$ cat src/rtl/cpu_mem_pkg.sv
// rtl/cpu_mem_pkg.sv - shared funct3, memory mode, fault code and LSU state definitions
package cpu_mem_pkg;

  localparam logic [2:0] F3_LB  = 3'b000;
  localparam logic [2:0] F3_LH  = 3'b001;
  localparam logic [2:0] F3_LW  = 3'b010;
  localparam logic [2:0] F3_LBU = 3'b100;
  localparam logic [2:0] F3_LHU = 3'b101;

  localparam logic [1:0] MODE_W = 2'b00;
  localparam logic [1:0] MODE_B = 2'b01;
  localparam logic [1:0] MODE_H = 2'b10;

  localparam logic [1:0] FAULT_NONE     = 2'b00;
  localparam logic [1:0] FAULT_MISALIGN = 2'b01;
  localparam logic [1:0] FAULT_ACCESS   = 2'b10;
  localparam logic [1:0] FAULT_TIMEOUT  = 2'b11;

  typedef enum logic [2:0] {
    LSU_IDLE,
    LSU_ISSUE,
    LSU_WAIT,
    LSU_RESP,
    LSU_FAULT
  } lsu_state_e;

  // Access size field of funct3 (bits [1:0]) to the memory's instr_mode encoding.
  function automatic logic [1:0] size_to_mode(input logic [1:0] size);
    case (size)
      2'b00:   return MODE_B;
      2'b01:   return MODE_H;
      default: return MODE_W;
    endcase
  endfunction

endpackage

$ cat src/rtl/load_extend.sv
// rtl/load_extend.sv - sign/zero extension of raw memory data according to load funct3
module load_extend
  import cpu_mem_pkg::*;
(
  input  logic [2:0]  funct3,
  input  logic [31:0] raw,
  output logic [31:0] result
);

  // Upper bytes are always masked here; the memory may return anything above the access size.
  always_comb begin
    result = raw;
    case (funct3)
      F3_LB:   result = {{24{raw[7]}}, raw[7:0]};
      F3_LBU:  result = {24'h00_0000, raw[7:0]};
      F3_LH:   result = {{16{raw[15]}}, raw[15:0]};
      F3_LHU:  result = {16'h0000, raw[15:0]};
      default: result = raw;
    endcase
  end

endmodule

$ cat src/rtl/load_store_unit.sv
// rtl/load_store_unit.sv - single-outstanding load/store initiator for the byte-addressed memory controller
module load_store_unit
  import cpu_mem_pkg::*;
#(
  parameter int ADDR_W         = 24,
  parameter int TIMEOUT_CYCLES = 15
) (
  input  logic              clk,
  input  logic              rst_n,
  input  logic              req_valid,
  output logic              req_ready,
  input  logic              req_we,
  input  logic [2:0]        req_funct3,
  input  logic [31:0]       req_addr,
  input  logic [31:0]       req_wdata,
  output logic              rsp_valid,
  output logic [31:0]       rsp_rdata,
  output logic              rsp_fault,
  output logic [1:0]        rsp_fault_code,
  output logic              mem_enable,
  output logic [ADDR_W-1:0] mem_addr,
  output logic              mem_we,
  output logic [31:0]       mem_wdata,
  output logic [1:0]        mem_instr_mode,
  input  logic [31:0]       mem_rdata,
  input  logic              mem_op_r
);

  localparam logic [7:0] TIMEOUT_LIMIT = 8'(TIMEOUT_CYCLES);

  lsu_state_e  state;
  logic [7:0]  wait_cnt;
  logic [7:0]  cnt_next;
  logic [2:0]  lat_funct3;
  logic        lat_we;
  logic        f3_legal;
  logic        access_fault;
  logic        misaligned;
  logic [31:0] ext_data;

  assign req_ready = (state == LSU_IDLE);
  assign cnt_next  = wait_cnt + 8'd1;

  always_comb begin
    f3_legal     = req_funct3 inside {F3_LB, F3_LH, F3_LW, F3_LBU, F3_LHU};
    access_fault = !f3_legal || (req_we && req_funct3[2]) || ((req_addr >> ADDR_W) != 32'd0);
    misaligned   = ((req_funct3[1:0] == 2'b10) && (req_addr[1:0] != 2'b00)) ||
                   ((req_funct3[1:0] == 2'b01) && req_addr[0]);
  end

  load_extend u_load_extend (
    .funct3 (lat_funct3),
    .raw    (mem_rdata),
    .result (ext_data)
  );

  always_ff @(posedge clk or negedge rst_n) begin
    if (!rst_n) begin
      state          <= LSU_IDLE;
      wait_cnt       <= 8'd0;
      lat_funct3     <= 3'b000;
      lat_we         <= 1'b0;
      rsp_valid      <= 1'b0;
      rsp_rdata      <= 32'd0;
      rsp_fault      <= 1'b0;
      rsp_fault_code <= FAULT_NONE;
      mem_enable     <= 1'b0;
      mem_addr       <= '0;
      mem_we         <= 1'b0;
      mem_wdata      <= 32'd0;
      mem_instr_mode <= MODE_W;
    end else begin
      case (state)
        LSU_IDLE: begin
          if (req_valid) begin
            lat_funct3 <= req_funct3;
            lat_we     <= req_we;
            if (access_fault) begin
              state          <= LSU_FAULT;
              rsp_valid      <= 1'b1;
              rsp_fault      <= 1'b1;
              rsp_fault_code <= FAULT_ACCESS;
            end else if (misaligned) begin
              state          <= LSU_FAULT;
              rsp_valid      <= 1'b1;
              rsp_fault      <= 1'b1;
              rsp_fault_code <= FAULT_MISALIGN;
            end else begin
              // Memory-side fields stay put until the next good request, covering the whole WAIT.
              state          <= LSU_ISSUE;
              mem_enable     <= 1'b1;
              mem_addr       <= req_addr[ADDR_W-1:0];
              mem_we         <= req_we;
              mem_wdata      <= req_wdata;
              mem_instr_mode <= size_to_mode(req_funct3[1:0]);
            end
          end
        end
        LSU_ISSUE: begin
          mem_enable <= 1'b0;
          wait_cnt   <= 8'd0;
          state      <= LSU_WAIT;
        end
        LSU_WAIT: begin
          // Completion takes priority over a timeout landing on the same cycle.
          if (mem_op_r) begin
            state          <= LSU_RESP;
            rsp_valid      <= 1'b1;
            rsp_fault      <= 1'b0;
            rsp_fault_code <= FAULT_NONE;
            rsp_rdata      <= lat_we ? 32'd0 : ext_data;
          end else begin
            wait_cnt <= cnt_next;
            if (cnt_next == TIMEOUT_LIMIT) begin
              state          <= LSU_FAULT;
              rsp_valid      <= 1'b1;
              rsp_fault      <= 1'b1;
              rsp_fault_code <= FAULT_TIMEOUT;
            end
          end
        end
        LSU_RESP, LSU_FAULT: begin
          state          <= LSU_IDLE;
          rsp_valid      <= 1'b0;
          rsp_fault      <= 1'b0;
          rsp_fault_code <= FAULT_NONE;
          rsp_rdata      <= 32'd0;
        end
        default: state <= LSU_IDLE;
      endcase
    end
  end

endmodule

$ cat config.mk
export PLATFORM = sky130hd
export DESIGN_NAME = load_store_unit
export DESIGN_NICKNAME = d
export VERILOG_FILES = /design/src/rtl/cpu_mem_pkg.sv /design/src/rtl/load_extend.sv /design/src/rtl/load_store_unit.sv
export SDC_FILE = /design/constraint.sdc
export NUM_CORES = 1
export LEC_CHECK = 0
export BUFFER_PORTS_ARGS = -buffer_cell sky130_fd_sc_hd__buf_2
export CAP_MARGIN = 20
export CORE_MARGIN = 4
export CORE_UTILIZATION = 51
export DETAILED_ROUTE_END_ITERATION = 10
export PLACE_DENSITY = 0.95
export SYNTH_ARGS = -nofsm -noshare
export SYNTH_HDL_FRONTEND = slang
export SYNTH_SLANG_ARGS = --single-unit
$ cat constraint.sdc
create_clock -name clk -period 4.15 [get_ports clk]
set_input_delay 0.415 -clock clk [delete_from_list [all_inputs] [get_ports clk]]
set_output_delay 0.415 -clock clk [all_outputs]
set_load 0.005 [all_outputs]
==> results of run 1 <==
[cells by family (layout without fill, tap and decap cells)]
kind of cell,after synthesis,in the layout,share of synthesized area (%)
mux,66,66,16.49
flops,111,111,58.76
buf+inv,24,224,3.150
simple gates,92,92,10.51
fa+ha+maj,2,2,0.5293
compound gates,72,72,9.820
xor+xnor,4,4,0.7413
[placed cells by master, fill, tap and decap left out, types with 2 or more instances in the layout]
master | netlist | final
and3_1 | 2 | 2
nand4_1 | 2 | 2
xor2_1 | 2 | 2
o21ai_0 | 36 | 36
nand3_1 | 3 | 3
xnor2_1 | 2 | 2
mux2_1 | 2 | 2
nor4b_4 | 2 | 2
ha_1 | 2 | 2
buf_2 | 3 | 199
nor3_1 | 4 | 4
a21oi_1 | 4 | 4
a21o_1 | 2 | 2
nor2b_1 | 19 | 19
nand2_1 | 35 | 35
dfrtp_1 | 111 | 111
buf_4 | 4 | 4
inv_6 | 0 | 2
mux2_4 | 10 | 10
a22oi_1 | 2 | 2
a22o_1 | 17 | 17
inv_1 | 3 | 3
nor2_2 | 1 | 2
nor2_1 | 13 | 12
mux2_2 | 53 | 53
clkbuf_8 | 0 | 10
nand2b_1 | 3 | 3
o31ai_1 | 3 | 3
[final timing paths]
path / depth (start not counted) / endpoint / start / slack (ps)
hold reg to reg: 2 / rsp_rdata[24]$_DFFE_PN0P_ / rsp_rdata[24]$_DFFE_PN0P_ / 490
setup reg to reg: 4 / mem_addr[6]$_DFFE_PN0P_ / state[0]$_DFFE_PN0P_ / 1580
hold / removal: 2 / rsp_rdata[2]$_DFFE_PN0P_ / mem_rdata[2] / 260
max in group asynchronous: 4 / rsp_rdata[15]$_DFFE_PN0P_ / rst_n / 2650
min in group asynchronous: 2 / mem_wdata[22]$_DFFE_PN0P_ / rst_n / 520
setup / recovery: 4 / mem_addr[6]$_DFFE_PN0P_ / state[0]$_DFFE_PN0P_ / 1580
[through the flow]
stage	total power, uW	utilization (%)	hold WS [ps]	instances
final	2335	67.96	257.3	679
after global routing	2466	67.96	234.5	679
after CTS	2353	67.53	243.6	677
after detailed placement	1659	65.03	465.8	661
after global placement	1639	65.03	460.3	661
after floorplan	1483	-	119.4	371
[power groups by stage]
stage	logic [uW]	registers [uW]	clock network [uW]
3_3_place_gp	384	1260	0
6_report	397	1240	695
2_1_floorplan	271	1210	0
5_1_grt	450	1260	759
3_5_place_dp	396	1260	0
4_1_cts	399	1240	712
[worst reg2reg max path, cell delays in order (launching register included)]
cell and delay (ps):
dfrtp_1 570, nor4b_4 460, and2_2 380, buf_4 600
mux2_2 440
[cell type report]
cell class / instances / share of cell area (%)
Clock buffer: 10 / 2.289
Sequential cell: 111 / 46.19
Clock inverter: 6 / 1.394
Inverter: 3 / 0.1873
Tap cell: 108 / 2.247
Timing Repair Buffer: 205 / 17.69
Multi-Input combinational cell: 236 / 30.00
[routing by layer]
metal	GRT usage [%]	vias to the layer above	routed length, um
met3	6.083	14	854
met1	27.73	1740	4863
li1	-	1697	-
met4	6.363	2	156
met5	0	-	20
met2	37.87	157	6028
[what timing repair did]
action	CTS	global route
setup buffers	0	0
hold buffers	0	1
endpoints found under the hold margin	0	24
[sequential cells by signal, summed over array words and instances (netlist names)]
| name | flops |
|---|---|
| lat_we | 1 |
| state | 3 |
| rsp_valid | 1 |
| wait_cnt | 8 |
| mem_instr_mode | 2 |
| rsp_rdata | 32 |
| mem_we | 1 |
| lat_funct3 | 3 |
| mem_enable | 1 |
| mem_wdata | 32 |
| rsp_fault_code | 2 |
| mem_addr | 24 |
| rsp_fault | 1 |
==> impl_results.md, run 1 <==
* Status: finished clean
* Max Freq at between 0.3 and 0.4 GHz
* Clock Pin Slew Worst Setup and Hold Paths at 120 ps
* Main area contributors after synthesis: dfrtp_1 59%, mux2_2 13%, o21ai_0 3.8%
* Vias in the first global route at 3620
* Clock network fraction of design power at about 30%
* PD cells at ~390 nW/um2
* Net count after synthesis at approximately 480
* Crit path time final at 2570 ps
* Worst skew pair latency at around 360 ps
* Period utilization at about 62%
* Global route total overflow at 0
* CP endpoint kind: register
* DR pass1 iterations at 4
* Setup Skew at 15.27 ps
* Slew HR at a little over a third
* Maximum buffer depth of the clock tree at 2
* Cell Area, Synth at approximately 4700 um2
* Psw at just under 700 uW
* Htree depth at 3
* Initial antenna violation count at 1
* Post-CTS sizing at 0
* Post-synthesis cell type count at 45
* Worst path slowest cell: buf_4
* Worst path max stage delay at about 600 ps
* Setup TNS at 0 ps
* Clk sinks at 111
* Seq pwr share at between 50% and 60%
* Int Pwr at ~1600 uW
* CP required at between 4000 and 5000 ps
* Die height at 104.3 um
* Layout cells sized above 1 at about half
* Worst Max-Slew Pin Slew at roughly 950 ps
* RSZ-0062 raised after global routing: no
* Root Driver: clkbuf_8
* Yosys reg bits at roughly 110
* I/O pin total at 201
* Max VDD drop at approximately 0.00023 V
* Vias/cell at around 5.3
* Seq/Total Area, Yosys at between 50% and 60%
* Worst path top cell family by delay: simple AND/OR/NAND/NOR gates
* Final antenna-violating net count at 0
* Comb power frac at around 17%
* Storage cell area at between 2000 and 3000 um2
* NumNets Final at ~670
* Post-Place Setup Slack at approximately 1200 ps
* Final Wtd Congestion at between 0.7 and 0.8
* Global-route wire length before repair at 19.38 mm
* Ys flop type: dfrtp_1
* Initial Utilization at roughly 53%
* Dpl hpwl at roughly 9.1 mm
* Worst Path Max Fanout at 50
* Core Box Area at roughly 8800 um2
* Via count at 3610
* Initial DRC count at about 210
* Largest net degree at the start of global routing at roughly 90
* Design area at 6013 um2
* Final setup violation count at 0
* Synth top cells by count: 111 x dfrtp_1, 53 x mux2_2, 36 x o21ai_0
* Number of flops mapped to enable cells by yosys at 0
* Mean Syn Cell Area at between 10 and 15 um2
* Cells after Synth at 371
* Critical path cell sequence: nor4b_4 -> and2_2 -> buf_4 -> mux2_2
* WL final at around 12 mm
* Post-synth ARST share at 100.0%
* Most numerous cell in the Yosys netlist: dfrtp_1
* Row count at 34
* CTS tree: yes
* Remaining DRCs at 0
* Fillers at about 640
* GRT Util Overall at 22.21%
* Worst Path Arrival at between 2000 and 3000 ps
* Multi-input gate area at roughly 1800 um2
* Layout area overhead at 27.21%
* Number of max-cap violations at 0
* Setup ws final at around 1600 ps
* Synth warn at 0
* P_leak at about 0.0033 uW
* DP Area at ~5800 um2
* Worst Setup Path Type: register to register
* Worst Hold Class: input port to register
* Routed WL per cell at between 15 and 20 um
* Crit path buffers/inverters at 1
* Die width at roughly 100 um
* Worst setup SP type: register
* Final Hold Fails at 0
* Switching share of total power at around 30%
* Number of CTS-inserted buffers at 9
* Synth area leader: dfrtp_1
* Die area at between 10000 and 15000 um2
* Diodes inserted at 0
* Synth top area share at about three fifths
* Pins Over Slew Limit at 0
* Input/output buffers at 200
(Power assumes the default switching activity.)
==> inputs of run 2 (changes only) <==
- CORE_UTILIZATION: 51 -> 43
- PLACE_DENSITY: 0.95 -> 0.87
- clock period: 4.15 -> 2.36 ns (I/O delays scaled with it)
==> run 2 against run 1 <==
Clock power is 64% higher. Critical path depth is 2 higher. Clock skew hardly changed. Sequential share of layout area is 0.48 points lower. Hold slack worse by 180 ps. Critical path type unchanged. Largest power group unchanged. Highest routed layer is now met4.
==> impl_results.md, run 2 (synthesis gave the netlist of run 1 again) <==
* CP required at 2630 ps (was 4390 ps)
* Clock Pin Slew Worst Setup and Hold Paths at 100 ps (was 120 ps)
* Final antenna-violating net count at 0 (unchanged)
* GRT Util Overall at 18.61% (was 22.21%)
* Routed WL per cell at 16.15 um (was 17.56 um)
* Clk sinks at 111 (unchanged)
* Global-route wire length before repair at 18.92 mm (was 19.38 mm)
* Maximum buffer depth of the clock tree at 2 (unchanged)
* Most common cell after layout, fill and taps aside: buf_2 (unchanged)
* Crit path time final at 2021 ps (was 2570 ps)
* RSZ-0062 raised after global routing: no (unchanged)
* Number of CTS-inserted buffers at 9 (unchanged)
* Top flop regs: mem_wdata x32, rsp_rdata x32, mem_addr x24 (unchanged)
* Diodes inserted at 0 (unchanged)
* Vias/cell at 5.103 (was 5.317)
* Post-CTS sizing at 0 (unchanged)
* Final setup violation count at 0 (unchanged)
* Via count at 3659 (was 3610)
* Dpl hpwl at 8.740 mm (was 9.082 mm)
* Slew HR at 60.96% (was 36.33%)
* Number of max-cap violations at 0 (unchanged)
* WL final at 11.58 mm (was 11.92 mm)
* Initial DRC count at 263 (was 214)
* HP Start: mem_rdata[1] (was mem_rdata[2])
* Worst Path Arrival at 2290 ps (was 2810 ps)
* Setup Skew at 15.31 ps (was 15.27 ps)
* Layout area overhead at 28.53% (was 27.21%)
* Input/output buffers at 200 (unchanged)
* Multi-input gate area at 1804 um2 (unchanged)
* Htree depth at 3 (unchanged)
* PD cells at 667.8 nW/um2 (was 388.3 nW/um2)
* Remaining DRCs at 0 (unchanged)
* Max Freq at 0.4948 GHz (was 0.3890 GHz)
* Period utilization at 85.64% (was 61.94%)
* Layout cells sized above 1 at 51.47% (was 51.14%)
* Worst Path Max Fanout at 6 (was 50)
* CTS tree: yes (unchanged)
* Die height at 112.8 um (was 104.3 um)
* R2R Path Start: wait_cnt[0]$_DFFE_PN0P_ (was state[0]$_DFFE_PN0P_)
* Pins Over Slew Limit at 0 (unchanged)
* P_leak at 0.003365 uW (was 0.003344 uW)
* Largest net degree at the start of global routing at 112 (was 89)
* Core Box Area at 10790 um2 (was 8848 um2)
* Initial Utilization at 43.80% (was 53.42%)
* Vias in the first global route at 3877 (was 3620)
* Worst setup SP type: register (unchanged)
* Root Driver: clkbuf_8 (unchanged)
* Final Hold Fails at 0 (unchanged)
* Die area at 12730 um2 (was 10870 um2)
* Setup TNS at 0 ps (unchanged)
* Worst skew pair latency at 380 ps (was 360 ps)
* Storage cell area at 2778 um2 (unchanged)
* Worst Hold Class: input port to register (unchanged)
* Critical path origin: wait_cnt[0]$_DFFE_PN0P_ (was state[0]$_DFFE_PN0P_)
* Most frequent cells in the layout: 199 x buf_2, 111 x dfrtp_1, 53 x mux2_2 (unchanged)
* CP endpoint kind: register (unchanged)
* Core Util, Final at 56.29% (was 67.96%)
* Max VDD drop at 0.0004539 V (was 0.0002323 V)
* Fillers at 873 (was 638)
* Worst Max-Slew Pin Slew at 585.6 ps (was 951.0 ps)
* Row count at 38 (was 34)
* Status: finished clean (unchanged)
* DR pass1 iterations at 4 (unchanged)
* Die width at 112.8 um (was 104.3 um)
* Initial antenna violation count at 0 (was 1)
* Worst Setup Path Type: register to register (unchanged)
* I/O pin total at 201 (unchanged)
* NumNets Final at 678 (was 672)
* Global route total overflow at 0 (unchanged)
* Final Wtd Congestion at 0.8472 (was 0.7743)
==> run 2: worst paths after layout <==
path,end,slack [ps],cells after the start
max,rsp_valid$_DFFE_PN0P_,340,6
min,rsp_rdata[1]$_DFFE_PN0P_,70,2
max reg2reg,rsp_valid$_DFFE_PN0P_,340,6
min reg2reg,rsp_rdata[23]$_DFFE_PN0P_,480,2
max in group asynchronous,mem_wdata[25]$_DFFE_PN0P_,1450,3
min in group asynchronous,mem_wdata[12]$_DFFE_PN0P_,450,3
==> run 2: metal layers <==
| metal | routed length (um) | vias up | part of all wire, % | GRT usage (%) |
|---|---|---|---|---|
| met5 | 0 | - | 0 | 0 |
| met4 | 177 | 0 | 1.5 | 5.288 |
| met3 | 1120 | 17 | 9.7 | 7.433 |
| met2 | 5625 | 168 | 49 | 31.91 |
| met1 | 4656 | 1760 | 40 | 21.62 |
| li1 | - | 1714 | - | - |
==> run 2: area by class of cell <==
| type | count | area share [%] |
|---|---|---|
| sequential | 111 | 45.72 |
| multi-input combinational | 236 | 29.70 |
| timing repair buffer | 211 | 18.33 |
| tap | 140 | 2.883 |
| clock buffer | 10 | 2.100 |
| clock inverter | 6 | 1.091 |
| inverter | 3 | 0.1853 |
==> run 2: report_power, final <==
part | internal [uW] | switching [uW] | leakage [uW]
Sequential | 2010 | 124 | 0.00153
Clock | 500 | 643 | 0.000101
Combinational | 352 | 425 | 0.00174
Total | 2870 | 1190 | 0.00337
==> run 2: critical path, stage by stage (launching register included) <==
cell      delay [ps]
dfrtp_1          440
ha_1             290
xnor2_1          150
nor4b_1          290
o211ai_1         180
a21o_1           250
mux2_1           320
==> run 2: repair_timing <==
| action | 4_1_cts | 5_1_grt |
|---|---|---|
| hold buffers | 1 | 0 |
| buffers inserted | 0 | 0 |
| endpoints found under the hold margin | 111 | 0 |
==> run 2: stage by stage <==
stage	instance area (um2)	total power, uW	instances	hold slack (ps)	worst slack (ps)
final	6076	4058	717	72.97	339.0
after floorplan	4727	2608	371	-59.59	560.4
after global placement	5872	2918	700	353.6	289.3
after CTS	6076	4124	717	43.61	349.4
after detailed placement	5872	2960	700	355.8	161.3
after global routing	6076	4302	717	36.86	219.4
